### src/rtl/ad_fifo_if.sv
// Handshake bundle for the add/drop elasticity FIFO: CDR-side writes, consumer pops,
// and status. The master drives requests; the slave is the FIFO itself.
interface ad_fifo_if #(
  parameter int WIDTH = 1,
  parameter int DEPTH = 8
) ();
  logic                     flush;
  logic                     wr_en;
  logic                     wr_add;
  logic [WIDTH-1:0]         wr_data;
  logic [WIDTH-1:0]         wr_data_add;
  logic                     rd_en;
  logic [WIDTH-1:0]         rd_data;
  logic                     rd_valid;
  logic [$clog2(DEPTH):0]   level;
  logic [1:0]               state;
  logic                     overflow;
  logic                     underflow;

  modport master (
    output flush, wr_en, wr_add, wr_data, wr_data_add, rd_en,
    input  rd_data, rd_valid, level, state, overflow, underflow
  );

  modport slave (
    input  flush, wr_en, wr_add, wr_data, wr_data_add, rd_en,
    output rd_data, rd_valid, level, state, overflow, underflow
  );
endinterface

### src/rtl/ad_fifo.sv
// Add/drop elasticity FIFO for the USB2 receive path with start-up fill and sticky errors.
// Optional macro AD_FIFO_ADD_INV_EN: the second entry of an add cycle is stored as ~wr_data.
module ad_fifo #(
  parameter int WIDTH      = 1,
  parameter int DEPTH      = 8,
  parameter int FILL_LEVEL = DEPTH / 2
) (
  input  logic        clk,
  input  logic        reset,
  ad_fifo_if.slave    bus
);
  localparam int PW  = $clog2(DEPTH);
  localparam int LW  = PW + 1;
  localparam int LW1 = LW + 1;

  typedef enum logic [1:0] {IDLE = 2'd0, FILL = 2'd1, RUN = 2'd2, ERR = 2'd3} state_t;

  logic [WIDTH-1:0] mem [DEPTH];

  state_t           state_reg, state_next;
  logic [LW-1:0]    level_reg, level_next;
  logic [PW-1:0]    wr_ptr_reg, wr_ptr_next, wr_ptr_p1;
  logic [PW-1:0]    rd_ptr_reg, rd_ptr_next;
  logic             ovf_reg, ovf_next;
  logic             udf_reg, udf_next;
  logic [WIDTH-1:0] rd_data_reg;
  logic             rd_valid_reg;

  logic [1:0]       n_w;
  logic             pop_ok, udf_evt, ovf_evt, wr_ok;
  logic             do_pop, do_write, do_second;
  logic [LW1-1:0]   sum;
  logic [WIDTH-1:0] add_data;

`ifdef AD_FIFO_ADD_INV_EN
  assign add_data = ~bus.wr_data;
`else
  assign add_data = bus.wr_data_add;
`endif

  assign wr_ptr_p1 = wr_ptr_reg + PW'(1);

  always_comb begin
    n_w = 2'd0;
    if (bus.wr_en) n_w = bus.wr_add ? 2'd2 : 2'd1;

    // Level compared is the start-of-cycle value, so same-cycle writes never feed a pop
    pop_ok  = (state_reg == RUN) && bus.rd_en && (level_reg != '0);
    udf_evt = (state_reg == RUN) && bus.rd_en && (level_reg == '0);
    sum     = {1'b0, level_reg} - LW1'(pop_ok) + LW1'(n_w);
    ovf_evt = (state_reg != ERR) && (sum > LW1'(DEPTH));
    wr_ok   = (state_reg != ERR) && (n_w != 2'd0) && !ovf_evt && !udf_evt;

    state_next  = state_reg;
    level_next  = level_reg;
    wr_ptr_next = wr_ptr_reg;
    rd_ptr_next = rd_ptr_reg;
    ovf_next    = ovf_reg;
    udf_next    = udf_reg;
    do_pop      = 1'b0;
    do_write    = 1'b0;
    do_second   = 1'b0;

    if (bus.flush) begin
      state_next  = IDLE;
      level_next  = '0;
      wr_ptr_next = '0;
      rd_ptr_next = '0;
      ovf_next    = 1'b0;
      udf_next    = 1'b0;
    end else begin
      do_pop    = pop_ok;
      do_write  = wr_ok;
      do_second = wr_ok && (n_w == 2'd2);
      if (pop_ok) rd_ptr_next = rd_ptr_reg + PW'(1);
      if (wr_ok)  wr_ptr_next = wr_ptr_reg + PW'(n_w);
      level_next = level_reg - LW'(pop_ok) + (wr_ok ? LW'(n_w) : '0);

      if (ovf_evt || udf_evt) begin
        state_next = ERR;
        if (ovf_evt) ovf_next = 1'b1;
        if (udf_evt) udf_next = 1'b1;
      end else begin
        case (state_reg)
          IDLE: if (wr_ok) state_next = (level_next >= LW'(FILL_LEVEL)) ? RUN : FILL;
          FILL: if (level_next >= LW'(FILL_LEVEL)) state_next = RUN;
          default: state_next = state_reg;
        endcase
      end
    end
  end

  always_ff @(posedge clk or posedge reset) begin
    if (reset) begin
      state_reg    <= IDLE;
      level_reg    <= '0;
      wr_ptr_reg   <= '0;
      rd_ptr_reg   <= '0;
      ovf_reg      <= 1'b0;
      udf_reg      <= 1'b0;
      rd_valid_reg <= 1'b0;
      rd_data_reg  <= '0;
    end else begin
      state_reg    <= state_next;
      level_reg    <= level_next;
      wr_ptr_reg   <= wr_ptr_next;
      rd_ptr_reg   <= rd_ptr_next;
      ovf_reg      <= ovf_next;
      udf_reg      <= udf_next;
      rd_valid_reg <= do_pop;
      if (do_pop) rd_data_reg <= mem[rd_ptr_reg];
    end
  end

  // Storage is deliberately left out of reset; the pointers alone define valid contents
  always_ff @(posedge clk) begin
    if (do_write)  mem[wr_ptr_reg] <= bus.wr_data;
    if (do_second) mem[wr_ptr_p1]  <= add_data;
  end

  assign bus.rd_data   = rd_data_reg;
  assign bus.rd_valid  = rd_valid_reg;
  assign bus.level     = level_reg;
  assign bus.state     = state_reg;
  assign bus.overflow  = ovf_reg;
  assign bus.underflow = udf_reg;
endmodule

### src/flat_wrapper.sv
// flat-port wrapper written by rule: the top's interface ports become plain ports
module ad_fifo_flat 
#(
  parameter int WIDTH      = 1,
  parameter int DEPTH      = 8,
  parameter int FILL_LEVEL = DEPTH / 2
)
  (clk, reset, bus_flush, bus_wr_en, bus_wr_add, bus_wr_data, bus_wr_data_add, bus_rd_en, bus_rd_data, bus_rd_valid, bus_level, bus_state, bus_overflow, bus_underflow);
  ad_fifo_if #(.WIDTH(WIDTH), .DEPTH(DEPTH)) bus_i ();
  input  logic clk;
  input  logic reset;
  input wire logic [$bits(bus_i.flush)-1:0] bus_flush;
  input wire logic [$bits(bus_i.wr_en)-1:0] bus_wr_en;
  input wire logic [$bits(bus_i.wr_add)-1:0] bus_wr_add;
  input wire logic [$bits(bus_i.wr_data)-1:0] bus_wr_data;
  input wire logic [$bits(bus_i.wr_data_add)-1:0] bus_wr_data_add;
  input wire logic [$bits(bus_i.rd_en)-1:0] bus_rd_en;
  output wire logic [$bits(bus_i.rd_data)-1:0] bus_rd_data;
  output wire logic [$bits(bus_i.rd_valid)-1:0] bus_rd_valid;
  output wire logic [$bits(bus_i.level)-1:0] bus_level;
  output wire logic [$bits(bus_i.state)-1:0] bus_state;
  output wire logic [$bits(bus_i.overflow)-1:0] bus_overflow;
  output wire logic [$bits(bus_i.underflow)-1:0] bus_underflow;
  assign bus_i.flush = bus_flush;
  assign bus_i.wr_en = bus_wr_en;
  assign bus_i.wr_add = bus_wr_add;
  assign bus_i.wr_data = bus_wr_data;
  assign bus_i.wr_data_add = bus_wr_data_add;
  assign bus_i.rd_en = bus_rd_en;
  assign bus_rd_data = bus_i.rd_data;
  assign bus_rd_valid = bus_i.rd_valid;
  assign bus_level = bus_i.level;
  assign bus_state = bus_i.state;
  assign bus_overflow = bus_i.overflow;
  assign bus_underflow = bus_i.underflow;
  ad_fifo #(.WIDTH(WIDTH), .DEPTH(DEPTH), .FILL_LEVEL(FILL_LEVEL)) u_core (.clk(clk), .reset(reset), .bus(bus_i));
endmodule
### config.mk
export PLATFORM = sky130hd
export DESIGN_NAME = ad_fifo_flat
export DESIGN_NICKNAME = d
export VERILOG_FILES = /design/src/rtl/ad_fifo_if.sv /design/src/rtl/ad_fifo.sv /design/src/flat_wrapper.sv
export SDC_FILE = /design/constraint.sdc
export NUM_CORES = 1
export LEC_CHECK = 0
export BUFFER_PORTS_ARGS = -buffer_cell sky130_fd_sc_hd__clkbuf_2
export CORE_ASPECT_RATIO = 0.8
export CORE_MARGIN = 1.5
export CORE_UTILIZATION = 47
export DETAILED_ROUTE_END_ITERATION = 8
export MAX_ROUTING_LAYER = met4
export PLACE_DENSITY_LB_ADDON = 0.25
export SYNTH_ARGS = -nofsm -noshare
export SYNTH_HDL_FRONTEND = slang
export SYNTH_SLANG_ARGS = --single-unit
### constraint.sdc
create_clock -name clk -period 11.42 [get_ports clk]
set_clock_uncertainty 0.1 [all_clocks]
set_input_delay 1.142 -clock clk [delete_from_list [all_inputs] [get_ports clk]]
set_output_delay 1.142 -clock clk [all_outputs]
set_load 0.005 [all_outputs]
# Word-level counts from Yosys, hierarchy flattened
# Memory sizes are Yosys's and may differ from the RTL's. A register that Yosys moved wholly into a read port is not among the register bits.
# Cells that the tools add are included.
# op_classes
mux	27
magnitude_cmp	2
reduce_logical	24
addsub	7
n_eq_ne	6
# op_table
cell	count
$mux W2	8
$mux W1	13
$mux W3	4
$reduce_bool A2 Y1	6
$logic_and A1 B1 Y1	8
$ne A4 B2 Y1 const B	2
$reduce_bool A4 Y1	2
$add A3 B1 Y3 const B	2
$add A5 B2 Y5	1
$gt A5 B4 Y1 const B	1
$sub A4 B1 Y5	1
$add A4 B4 Y4	1
$eq A2 B2 Y1 const B	2
$ge A4 B3 Y1 const B	1
$logic_not A4 Y1	1
$mux W4	1
$pmux W2 S2	1
$reduce_and A2 Y1	2
$sub A4 B1 Y4	1
$add A3 B2 Y3	1
$reduce_and A3 Y1	1
$eq A2 B1 Y1 const B	1
$logic_not A1 Y1	2
$logic_not A2 Y1	1
other kinds (2)	2
# word_totals
n_memories	1
ramBits	8
ff_bits	15
elab_cells	74
output_inout_bits	10
# memory_table
name	words	width	read_ports	rd_ports_with_merged_regs	wr	line_no	source
u_core.mem	8	1	1	1	2	ad_fifo.sv:18	logic [WIDTH-1:0] mem [DEPTH];

# Longest topological paths before layout
# Gate-level depths: netlist (run 1).
# logic_depth
depth_word	18
ltp_mapped	23

# Least setup slack after synthesis (run 1)
# Ideal clock, no wire load.
# synth_path
kind	input port to flip-flop
from	in bus_rd_en
to	reg u_core.state_reg[0] (netlist: u_core.bus.state[0])
arrival_ps	4620
cell_stages	20
setup_slack_ps	6601
setup_time_ps	99
cell_sequence	nand3b_1 nand2b_1 nor2_1 inv_1 nand2_1 ha_1 inv_1 fa_1 inv_1 o311ai_0 and3_4 nand2_1 ha_1 inv_1 ha_1 a21o_1 a21oi_1 xnor2_1 nand2_1 a311oi_1
# synth_via
elab_chain_len	17
word_cells_on_any_way	25
# synth_rtl
item	line_no	source
from (decl)	flat_wrapper.sv:17	input wire logic [$bits(bus_i.rd_en)-1:0] bus_rd_en;
$logic_and A1 B1 Y1 *	ad_fifo.sv:48, ad_fifo.sv:49	
$logic_and A1 B1 Y1	ad_fifo.sv:48	pop_ok = (state_reg == RUN) && bus.rd_en && (level_reg != '0);
$sub A4 B1 Y5	ad_fifo.sv:50	sum = {1'b0, level_reg} - LW1'(pop_ok) + LW1'(n_w);
$add A5 B2 Y5	ad_fifo.sv:50	
$gt A5 B4 Y1	ad_fifo.sv:51	ovf_evt = (state_reg != ERR) && (sum > LW1'(DEPTH));
$logic_and A1 B1 Y1	ad_fifo.sv:51	
$logic_not A1 Y1	ad_fifo.sv:52	wr_ok = (state_reg != ERR) && (n_w != 2'd0) && !ovf_evt && !udf_evt;
$logic_and A1 B1 Y1 (2 in a row)	ad_fifo.sv:52	
$mux W2	ad_fifo.sv:77	level_next = level_reg - LW'(pop_ok) + (wr_ok ? LW'(n_w) : '0);
$add A4 B4 Y4	ad_fifo.sv:77	
$ge A4 B3 Y1	ad_fifo.sv:85, ad_fifo.sv:86	
$mux W2 (2 in a row)	ad_fifo.sv:85	IDLE: if (wr_ok) state_next = (level_next >= LW'(FILL_LEVEL)) ? RUN : FILL;
$pmux W2 S2	ad_fifo.sv:84	case (state_reg)
$mux W2	ad_fifo.sv:79	if (ovf_evt || udf_evt) begin
$mux W2	ad_fifo.sv:64	if (bus.flush) begin
to (signal assigned)	ad_fifo.sv:104	state_reg <= state_next;
to (decl)	ad_fifo.sv:20	state_t state_reg, state_next;
# Mark *: on every way between the ends. The rest lies on a longest branch, timed or not. The select of a mux whose other input is x is not followed.
# A chain may end at the register's enable or synchronous reset.

# Final worst setup path (run 1)
# Same ends and word-level chain as after synthesis.

==> results of run 1 <==
area by class of cell:
type	count	area, sq um	share of cell area [%]
multi-input cells	147	1110	54.6
inverters	16	60.1	2.96
flip-flops and latches	24	641	31.6
clock buffers	4	66.3	3.27
repair buffers	17	85.1	4.20
well taps	55	68.8	3.40
worst max-delay path: stages:
cell and delay [ns]:
clkbuf_2 0.08, nand3b_1 0.15, nand2b_1 0.22, nor2_1 0.20, inv_1 0.14, nand2_1 0.12
ha_1 0.17, inv_1 0.06, fa_1 0.48, inv_1 0.06, o311ai_0 0.43, and3_4 0.30
nand2_1 0.06, ha_1 0.28, inv_1 0.10, ha_1 0.23, a21o_1 0.15, a21oi_1 0.16
xnor2_1 0.19, nand2_1 0.09, a311oi_1 0.26
final timing paths:
kind / slack, ns / start / endpoint
max reg2reg: 6.62 / u_core.bus.level[3]$_DFF_PP0_ / u_core.bus.state[0]$_DFFE_PP0P_
max in group asynchronous: 9.99 / reset / u_core.rd_ptr_reg[0]$_DFFE_PP0P_
min: 0.41 / u_core.bus.overflow$_DFFE_PP0P_ / u_core.bus.overflow$_DFFE_PP0P_
min reg2reg: 0.41 / u_core.bus.overflow$_DFFE_PP0P_ / u_core.bus.overflow$_DFFE_PP0P_
max: 6.42 / bus_rd_en / u_core.bus.state[0]$_DFFE_PP0P_
min in group asynchronous: 0.82 / reset / u_core.bus.level[0]$_DFF_PP0_
cell families (layout without fill, tap and decap cells):
| kind of cell | after synthesis | after routing | share of synthesized area (%) |
|---|---|---|---|
| DFF | 24 | 24 | 34.5 |
| adders and majority gates | 16 | 16 | 12.0 |
| buffers and inverters | 27 | 37 | 5.99 |
| muxes | 15 | 15 | 9.97 |
| and+or+nand+nor | 83 | 83 | 23.7 |
| AOI/OAI and AO/OA | 25 | 25 | 9.70 |
| xor gates and xnor gates | 8 | 8 | 4.18 |
per-stage QoR:
step           hold slack, ns  cell area, sq um  util (%)
4_1_cts                 0.415              2030      53.3
6_report                0.414              2030      53.3
5_1_grt                 0.430              2030      53.3
2_1_floorplan           0.391              1860         -
3_5_place_dp            0.394              1960      51.5
3_3_place_gp            0.382              1960      51.5
power by group:
group	total [mW]	switching [mW]	internal, mW
sequential	0.126	0.0196	0.107
clock	0.0687	0.0305	0.0382
combinational	0.303	0.176	0.127
layer usage:
metal / wire [um] / share of wire [%]
met5: 0 / 0
met2: 1630 / 43
met3: 144 / 3.8
met4: 9 / 0.24
met1: 2020 / 53
layout by cell type, fill, tap and decap left out, types with 3 or more instances in the layout:
| cell | synthesis | layout |
|---|---|---|
| nor2_1 | 19 | 19 |
| mux2i_1 | 5 | 5 |
| inv_1 | 16 | 16 |
| dfrtp_1 | 16 | 16 |
| mux2_2 | 8 | 8 |
| a211oi_1 | 3 | 3 |
| nand2_1 | 11 | 11 |
| nor3_1 | 16 | 16 |
| a21oi_1 | 7 | 7 |
| ha_1 | 13 | 13 |
| clkbuf_2 | 0 | 17 |
| fa_1 | 3 | 3 |
| nand2b_1 | 6 | 6 |
| clkbuf_8 | 0 | 3 |
| nor2b_1 | 6 | 6 |
| xnor2_1 | 5 | 5 |
| nand3_1 | 10 | 10 |
| edfxtp_1 | 8 | 8 |
| a31oi_1 | 5 | 5 |
| nand3b_1 | 5 | 5 |
==> results.json, run 1 <==
{
  "min_period_over_period_pct": 43.8,
  "clk_latency_ns": 0.28,
  "rsz0062_at_grt": "false",
  "power_uw": 498,
  "holdPathStages": 2,
  "ys.flop_type": "dfrtp_1",
  "fin_cells": 263,
  "drive_gt1_share_pct": 17.3,
  "cp.arrival_ns": 5.08,
  "cts_setup_buffers": 0,
  "gp_congestion": 0.886,
  "reg2regPathDepth": 22,
  "grt_pass1_vias": 1348,
  "n_antenna_cell": 0,
  "p_leak_nw": 0.848,
  "avgViaCountPerCell": 5.34,
  "synthDominantCellAreaShare_pct": 21.5,
  "cts_tree": "done",
  "globalRouteTotalUtil_pct": 20.2,
  "die_h_um": 59.2,
  "crit_type": "in -> reg",
  "pwr_density_cell_mw_per_mm2": 246,
  "drt_pass1_iterations": 6,
  "htree_levels": 1,
  "drc": 0,
  "grtUsageMet3_pct": 4.59,
  "area_growth_pct": 9.09,
  "status": "finished, final reports clean",
  "synth_edf_count": 8,
  "ys_seq_elements": 24,
  "required_ns": 11.50,
  "drtIter0Drc": 81,
  "synth_commonest_cells": "nor2_1 (19), dfrtp_1 (16), inv_1 (16), nor3_1 (16), ha_1 (13)",
  "worstPathMaxFanout": 5,
  "relSlewSlack_pct": 57.1,
  "cp-start-kind": "input pin",
  "grtUsageMet1_pct": 28.8,
  "slew_violations": 0,
  "syn_inst": 198,
  "wirelength_mm": 3.80,
  "avgSynthCellArea_sq_um": 9.38,
  "avgRoutedWirePerCell_um": 14.5,
  "layout_setup_ws_ns": 6.42,
  "num-fill-cells": 358,
  "timing.max_cap.violations": 0,
  "row_count": 20,
  "setup_viol": 0,
  "dpl.hpwl_mm": 2.83,
  "cts_buffer_depth": 2,
  "ys_seq_area_share_pct": 34.5,
  "hold_class": "reg -> reg",
  "fmax_mhz": 200,
  "grt_max_degree": 27,
  "largest_reg_flops": 8,
  "die_area_sq_mm": 0.00434,
  "synth.distinct_cells": 41,
  "tns_ns": 0,
  "hold_viol": 0,
  "overflow": 0,
  "antenna_found_initial": 0,
  "cts.clk_slew.worst_paths_ns": 0.09,
  "syn-num-nets": 222,
  "clock_sinks": 24,
  "peakVddDrop_uv": 161,
  "cts_resized": 0,
  "worst_setup_path_end_kind": "flip-flop",
  "core_sq_mm": 0.00380,
  "met2_usage_pct": 30.5,
  "top_usage_layer": "met2",
  "pre_cts_slack_ns": 6.12,
  "syn-cell-area_sq_mm": 0.00186,
  "synth_area_leaders": "dfrtp_1 (22%), edfxtp_1 (13%), ha_1 (8.8%), mux2_2 (4.8%), nor3_1 (4.3%)",
  "worst_pin_slew_ns": 0.643,
  "nets": 233,
  "cts_hold_buf": 0,
  "cts-root-buf": "clkbuf_8",
  "grt_pass1_wl_mm": 6.44,
  "synth_most_common_cell": "nor2_1",
  "start_util_pct": 48.8,
  "ant_nets": 0,
  "cts-buffers-inserted": 3,
  "ys_warn_count": 0,
  "fp.dieW_um": 73.3,
  "async_reset_ff_share_pct": 66.7,
  "synth_top_cell_by_area": "dfrtp_1",
  "io_buffers": 17,
  "num_vias": 1405,
  "pin_count": 18,
  "finalCriticalPeriod_ns": 5.00,
  "dp_cells": 259
}
(Power assumes the default switching activity.)
==> run 2, diff against run 1 <==
Settings changed: ABC_AREA set to 1.
Clock period 11.42 ns to 4.3 ns, I/O delays scaled along.
==> run 2 against run 1 <==
Against the previous run:
- worst setup slack worse by 6.2 ns
- worst hold slack worse by 0.30 ns
- total power rose to 2.8 times the previous value
- core utilization up 2.8 points
==> results.json, run 2 <==
{
  "antenna_found_initial": 0,
  "ys_seq_area_share_pct": 34.9,
  "dpl.hpwl_mm": 3.00,
  "crit_type": "reg -> reg",
  "pwr_density_cell_mw_per_mm2": 658,
  "synthDominantCellAreaShare_pct": 21.8,
  "synth_commonest_cells": "nand2_1 (57), inv_1 (31), nand3_1 (26)",
  "synth_area_leaders": "dfrtp_1 (22%), edfxtp_1 (13%), nand2_1 (12%), ha_1 (8.8%), nand3_1 (7.1%)",
  "nets": 288,
  "crit_path_top_delay_cell": "fa_2",
  "start_util_pct": 48.6,
  "drive_gt1_share_pct": 22.1,
  "area_growth_pct": 15.3,
  "hold_class": "in -> async",
  "fin_area_sq_mm": 0.00212,
  "timing.max_cap.violations": 0,
  "path_cells": "inv_2 -> ha_1 -> nand3_2 -> nand2_2 -> inv_1 -> nand2_1 -> o21ai_2 -> ha_2 -> inv_1 -> fa_2 -> nand4_1 -> nand3_2 -> nand4_1 -> nor2_4 -> nand2_1 -> ha_1 -> inv_1 -> fa_1 -> xnor2_2 -> nand2_1 -> o21ai_2 -> nand3_2 -> nand3_1 -> nand2_1",
  "synth.distinct_cells": 32,
  "cts_buffer_depth": 2,
  "ys_seq_elements": 24,
  "syn_inst": 239,
  "clk_latency_ns": 0.27,
  "cpMostUsedCell": "nand2_1",
  "internal_power_uw": 729,
  "avgSynthCellArea_sq_um": 7.69,
  "dp_cells": 310,
  "wirelength_mm": 3.86,
  "avgRoutedWirePerCell_um": 12.1,
  "pin_count": 18,
  "fmax_mhz": 248,
  "syn-cell-area_sq_mm": 0.00184,
  "die_h_um": 58.9,
  "finalCriticalPeriod_ns": 4.03,
  "slew_violations": 0,
  "switching_share_pct": 47.7,
  "combPwrFrac_pct": 66.7,
  "grt_pass1_vias": 1441,
  "drt_pass1_iterations": 4,
  "synth_most_common_cell": "nand2_1",
  "placed_cell_area_sq_mm": 0.00200,
  "fp.dieW_um": 72.9,
  "overflow": 0,
  "seqPwrFrac_pct": 23.4,
  "synth_top_cell_by_area": "dfrtp_1",
  "core_sq_mm": 0.00378,
  "avgViaCountPerCell": 5.10,
  "peakVddDrop_uv": 391,
  "min_period_over_period_pct": 93.8,
  "die_area_sq_mm": 0.00430,
  "relSlewSlack_pct": 57.3,
  "async_reset_ff_share_pct": 66.7,
  "globalRouteTotalUtil_pct": 20.1,
  "worstPathMaxFanout": 3,
  "status": "finished, final reports clean",
  "critPathBufInv": 4,
  "worst_setup_path_end_kind": "flip-flop",
  "ant_nets": 0,
  "drc": 0,
  "drtIter0Drc": 89,
  "mostFrequentLayoutCells": "nand2_1 (56), inv_1 (28), nor2_1 (25)",
  "fin_cells": 318,
  "grt_max_degree": 19,
  "cts_tree": "done",
  "clkPwrFrac_pct": 9.9,
  "syn-num-nets": 263,
  "cp.arrival_ns": 4.10,
  "switchingPower_uw": 665,
  "row_count": 20,
  "crit_family": "adder cells",
  "worst_pin_slew_ns": 0.640,
  "tns_ns": 0,
  "cts_hold_buf": 0,
  "ys_warn_count": 0,
  "required_ns": 4.36,
  "clock_sinks": 24,
  "p_leak_nw": 1.09,
  "cts.clk_slew.worst_paths_ns": 0.09,
  "cts-root-buf": "clkbuf_8",
  "final_common_cell": "nand2_1",
  "ys.flop_type": "dfrtp_1",
  "grt_pass1_wl_mm": 6.47,
  "largest_reg_flops": 8,
  "setup_viol": 0,
  "gp_congestion": 0.867,
  "num_vias": 1621,
  "n_antenna_cell": 0,
  "synth_edf_count": 8,
  "max_stage_delay_ns": 0.51,
  "io_buffers": 17,
  "htree_levels": 1,
  "cp-start-kind": "flip-flop",
  "cts-buffers-inserted": 3,
  "hold_viol": 0
}
[run 2: changes by cell type after synthesis, sizes merged, moves of 6 or more]
cell	delta
nand2	+50
nand2b	-6
nand3	+18
nand4	+12
mux2	-8
nor2b	-7
o21ai	+10
nor2	+10
nor3	-16
clkbuf	-6
inv	+18
[run 2: repair_timing]
action / in CTS / in global routing
buffers inserted: 0 / 4
endpoints found under the setup margin: 0 / 2
resized for setup: 0 / 15
[run 2: layout make-up]
cell class                 instances  area (sq um)
tap                               55          68.8
inverter                          36           135
timing repair buffer              26           153
clock buffer                       4          45.0
fill                             364          1660
sequential                        24           641
multi-input combinational        173          1080
[run 2: worst reg2reg max path, delay by kind of cell, from the launching register on]
| family | cells | cell delay, ns |
|---|---|---|
| adders and majority gates | 5 | 1.61 |
| and+or+nand+nor | 12 | 1.16 |
| DFF | 1 | 0.39 |
| AOI/OAI and AO/OA | 2 | 0.26 |
| buffers and inverters | 4 | 0.24 |
| xor gates and xnor gates | 1 | 0.18 |
[run 2: layer usage]
metal | vias to the layer above | GRT usage (%) | wire length, um | share of wire [%]
met5 | - | - | 0 | 0
met4 | 0 | 4.04 | 26 | 0.67
met3 | 4 | 4.45 | 238 | 6.2
met2 | 54 | 28.4 | 1700 | 44
met1 | 730 | 29.5 | 1890 | 49
li1 | 833 | - | - | -
[run 2: kinds of logic (layout without fill, tap and decap cells)]
group	after synthesis	in the layout	synth area share [%]
buffers and inverters	42	66	8.85
muxes	2	2	1.09
AOI/OAI and AO/OA	22	22	7.56
DFF	24	24	34.9
xor gates and xnor gates	3	3	1.43
and+or+nand+nor	130	130	34.1
adders and majority gates	16	16	12.1
[run 2: per-stage QoR]
stage | hold slack, ns | setup slack [ns] | utilization (%) | total power, mW
finish | 0.114 | 0.265 | 56.1 | 1.39
global route | 0.172 | -0.0350 | 56.1 | 1.53
CTS | 0.141 | 0.0375 | 54.2 | 1.28
detailed placement | 0.400 | 0.0494 | 53.0 | 1.14
global placement | 0.382 | 0.129 | 53.0 | 1.13
floorplan | 0.244 | 0.151 | - | 0.935
[run 2: power by group through the flow]
stage	Combinational, mW	Clock (mW)	Sequential (mW)
6_report	0.929	0.139	0.326
5_1_grt	1.05	0.153	0.333
4_1_cts	0.815	0.144	0.325
3_5_place_dp	0.811	0	0.329
3_3_place_gp	0.804	0	0.328
2_1_floorplan	0.604	0	0.331
[run 2: final timing paths]
| kind | end | cells after the start | slack [ns] | from |
|---|---|---|---|---|
| worst max-delay path | u_core.bus.state[1]$_DFFE_PP0P_ | 24 | 0.27 | u_core.bus.level[2]$_DFF_PP0_ |
| worst min-delay path | u_core.wr_ptr_reg[0]$_DFFE_PP0P_ | 2 | 0.11 | reset |
| min in group clk | u_core.bus.level[3]$_DFF_PP0_ | 2 | 0.36 | bus_flush |
| worst min register to register | u_core.bus.rd_data$_DFFE_PP0P_ | 2 | 0.42 | u_core.bus.rd_data$_DFFE_PP0P_ |
| worst max register to register | u_core.bus.state[1]$_DFFE_PP0P_ | 24 | 0.27 | u_core.bus.level[2]$_DFF_PP0_ |
| max in group asynchronous | u_core.rd_ptr_reg[2]$_DFFE_PP0P_ | 2 | 3.57 | reset |
==> run 3, diff against run 2 <==
Settings changed: BUFFER_PORTS_ARGS -buffer_cell sky130_fd_sc_hd__clkbuf_2 to not set, DONT_BUFFER_PORTS set to 1.
==> run 3 against run 2 <==
Against the previous run:
- via count is 4.3% lower
- largest cell class unchanged
- global-route usage rose by 0.83 points
- worst setup slack got worse by 0.046 ns
==> results.json, run 3 (synthesis gave the netlist of run 2 again) <==
{
  "htree_levels": 1,
  "routed.top_layer": "met4",
  "avgViaCountPerCell": 5.17,
  "row_count": 20,
  "p_leak_nw": 1.03,
  "crit_path_start": "u_core.bus.level[3]$_DFF_PP0_",
  "gp_congestion": 0.816,
  "wirelength_mm": 4.01,
  "num_vias": 1552,
  "grt_pass1_wl_mm": 6.68,
  "final_common_cell": "nand2_1",
  "cts-root-buf": "clkbuf_8",
  "peakVddDrop_uv": 458,
  "clk_latency_ns": 0.27,
  "worst_setup_path_end_kind": "flip-flop",
  "pin_count": 18,
  "regToRegSetupSlack_ns": 0.22,
  "n_antenna_cell": 0,
  "timing.max_cap.violations": 0,
  "dpl.hpwl_mm": 3.01,
  "met2_length_mm": 1.84,
  "cts_setup_buffers": 0,
  "drive_gt1_share_pct": 22.9,
  "relSlewSlack_pct": 57.4,
  "crit_type": "reg -> reg",
  "largest_reg_flops": 8,
  "die_h_um": 58.9,
  "cts-buffers-inserted": 3,
  "globalRouteTotalUtil_pct": 20.9,
  "min_period_over_period_pct": 94.9,
  "die_area_sq_mm": 0.00430,
  "drtIter0Drc": 81,
  "start_util_pct": 48.6,
  "fp.dieW_um": 72.9,
  "worst_pin_slew_ns": 0.638,
  "finalCriticalPeriod_ns": 4.08,
  "cp.arrival_ns": 4.14,
  "required_ns": 4.36,
  "status": "finished, final reports clean",
  "num-fill-cells": 367,
  "antenna_found_initial": 0,
  "power_mw": 1.51,
  "avgRoutedWirePerCell_um": 13.4,
  "cts.clk_slew.worst_paths_ns": 0.09,
  "hold_viol": 0,
  "pwr_density_cell_mw_per_mm2": 710,
  "drc": 0,
  "r2r-start": "u_core.bus.level[3]$_DFF_PP0_",
  "hold_class": "in -> async",
  "worstPathMaxFanout": 3,
  "nets": 270,
  "slew_violations": 0,
  "area_growth_pct": 15.6,
  "mostFrequentLayoutCells": "nand2_1 (53), nor2_1 (25), inv_1 (25)",
  "cts_hold_buf": 0,
  "core_sq_mm": 0.00378,
  "ant_nets": 0,
  "overflow": 0,
  "fin_hold_ws_ns": 0.0180,
  "io_buffers": 0,
  "drt_pass1_iterations": 4,
  "grt_pass1_vias": 1446,
  "grt_max_degree": 19,
  "cp-start-kind": "flip-flop",
  "clock_sinks": 24,
  "met1_length_mm": 1.99,
  "wl_met3_um": 147,
  "cts_tree": "done",
  "setup_viol": 0,
  "cts_buffer_depth": 2,
  "fmax_mhz": 245
}
## run 3: changes by cell type in the layout (fill, tap and decap cells not counted), moves of 3 or more
cell,before,now
clkbuf_2,17,0
ha_1,12,8
ha_4,0,3
inv_1,28,25
inv_2,6,9
nand2_1,56,53
nand2_2,4,7
## run 3: final timing paths
path,to,cells after the start
min in group clk,u_core.bus.underflow$_DFFE_PP0P_,1
setup reg to reg,u_core.bus.state[1]$_DFFE_PP0P_,24
setup / recovery,u_core.bus.state[1]$_DFFE_PP0P_,24
max in group asynchronous,u_core.wr_ptr_reg[0]$_DFFE_PP0P_,1
hold reg to reg,u_core.bus.underflow$_DFFE_PP0P_,2
hold / removal,u_core.bus.level[1]$_DFF_PP0_,1
## run 3: cell type report
| type | instances | area, sq um | share of cell area, % |
|---|---|---|---|
| clock buffers | 3 | 41.3 | 1.94 |
| flip-flops and latches | 24 | 641 | 30.2 |
| well taps | 55 | 68.8 | 3.24 |
| multi-input cells | 173 | 1150 | 54.1 |
| clock inverters | 1 | 30.0 | 1.41 |
| inverters | 36 | 135 | 6.36 |
| repair buffers | 8 | 60.1 | 2.83 |
## run 3: where the power goes
group	leakage [nW]	switching [mW]	internal [mW]
Clock	0.0357	0.0761	0.124
Combinational	0.705	0.597	0.383
Sequential	0.285	0.0402	0.287
Total	1.03	0.713	0.794
## run 3: critical path, cell delays in order, from the launching register on
cell and delay, ns:
dfrtp_1 0.36, inv_2 0.06, ha_2 0.17, nand3_2 0.09, nand2_2 0.07, inv_2 0.06
nand2_1 0.07, o21ai_2 0.08, ha_2 0.20, inv_1 0.05, fa_2 0.53, nand4_1 0.13
nand3_2 0.12, nand4_1 0.13, nor2_4 0.15, nand2_2 0.09, ha_4 0.26, inv_2 0.05
fa_2 0.37, xnor2_2 0.23, nand2_2 0.11, o21ai_2 0.18, nand3_2 0.12, nand3_2 0.10
nand2_1 0.07
## run 3: routing by layer
metal / up-vias / global-route usage [%]
met5: - / -
met4: 0 / 2.96
met3: 4 / 3.94
met2: 32 / 31.7
met1: 722 / 30.0
li1: 794 / -
## run 3: repair_timing
item                       CTS  global route
setup endpoints to repair    2             2
resized for setup            2            28
pin swaps                    0            12
## run 3: through the flow
step	util (%)	setup TNS [ns]	instance area, sq um	setup slack [ns]	cells
after global placement	51.3	0	1940	0.0639	296
after global routing	56.2	-0.131	2120	-0.0776	300
after floorplan	-	0	1840	0.151	239
final	56.2	0	2120	0.219	300
after detailed placement	51.3	-0.0653	1940	-0.0405	296
after CTS	53.4	0	2020	0.00341	300
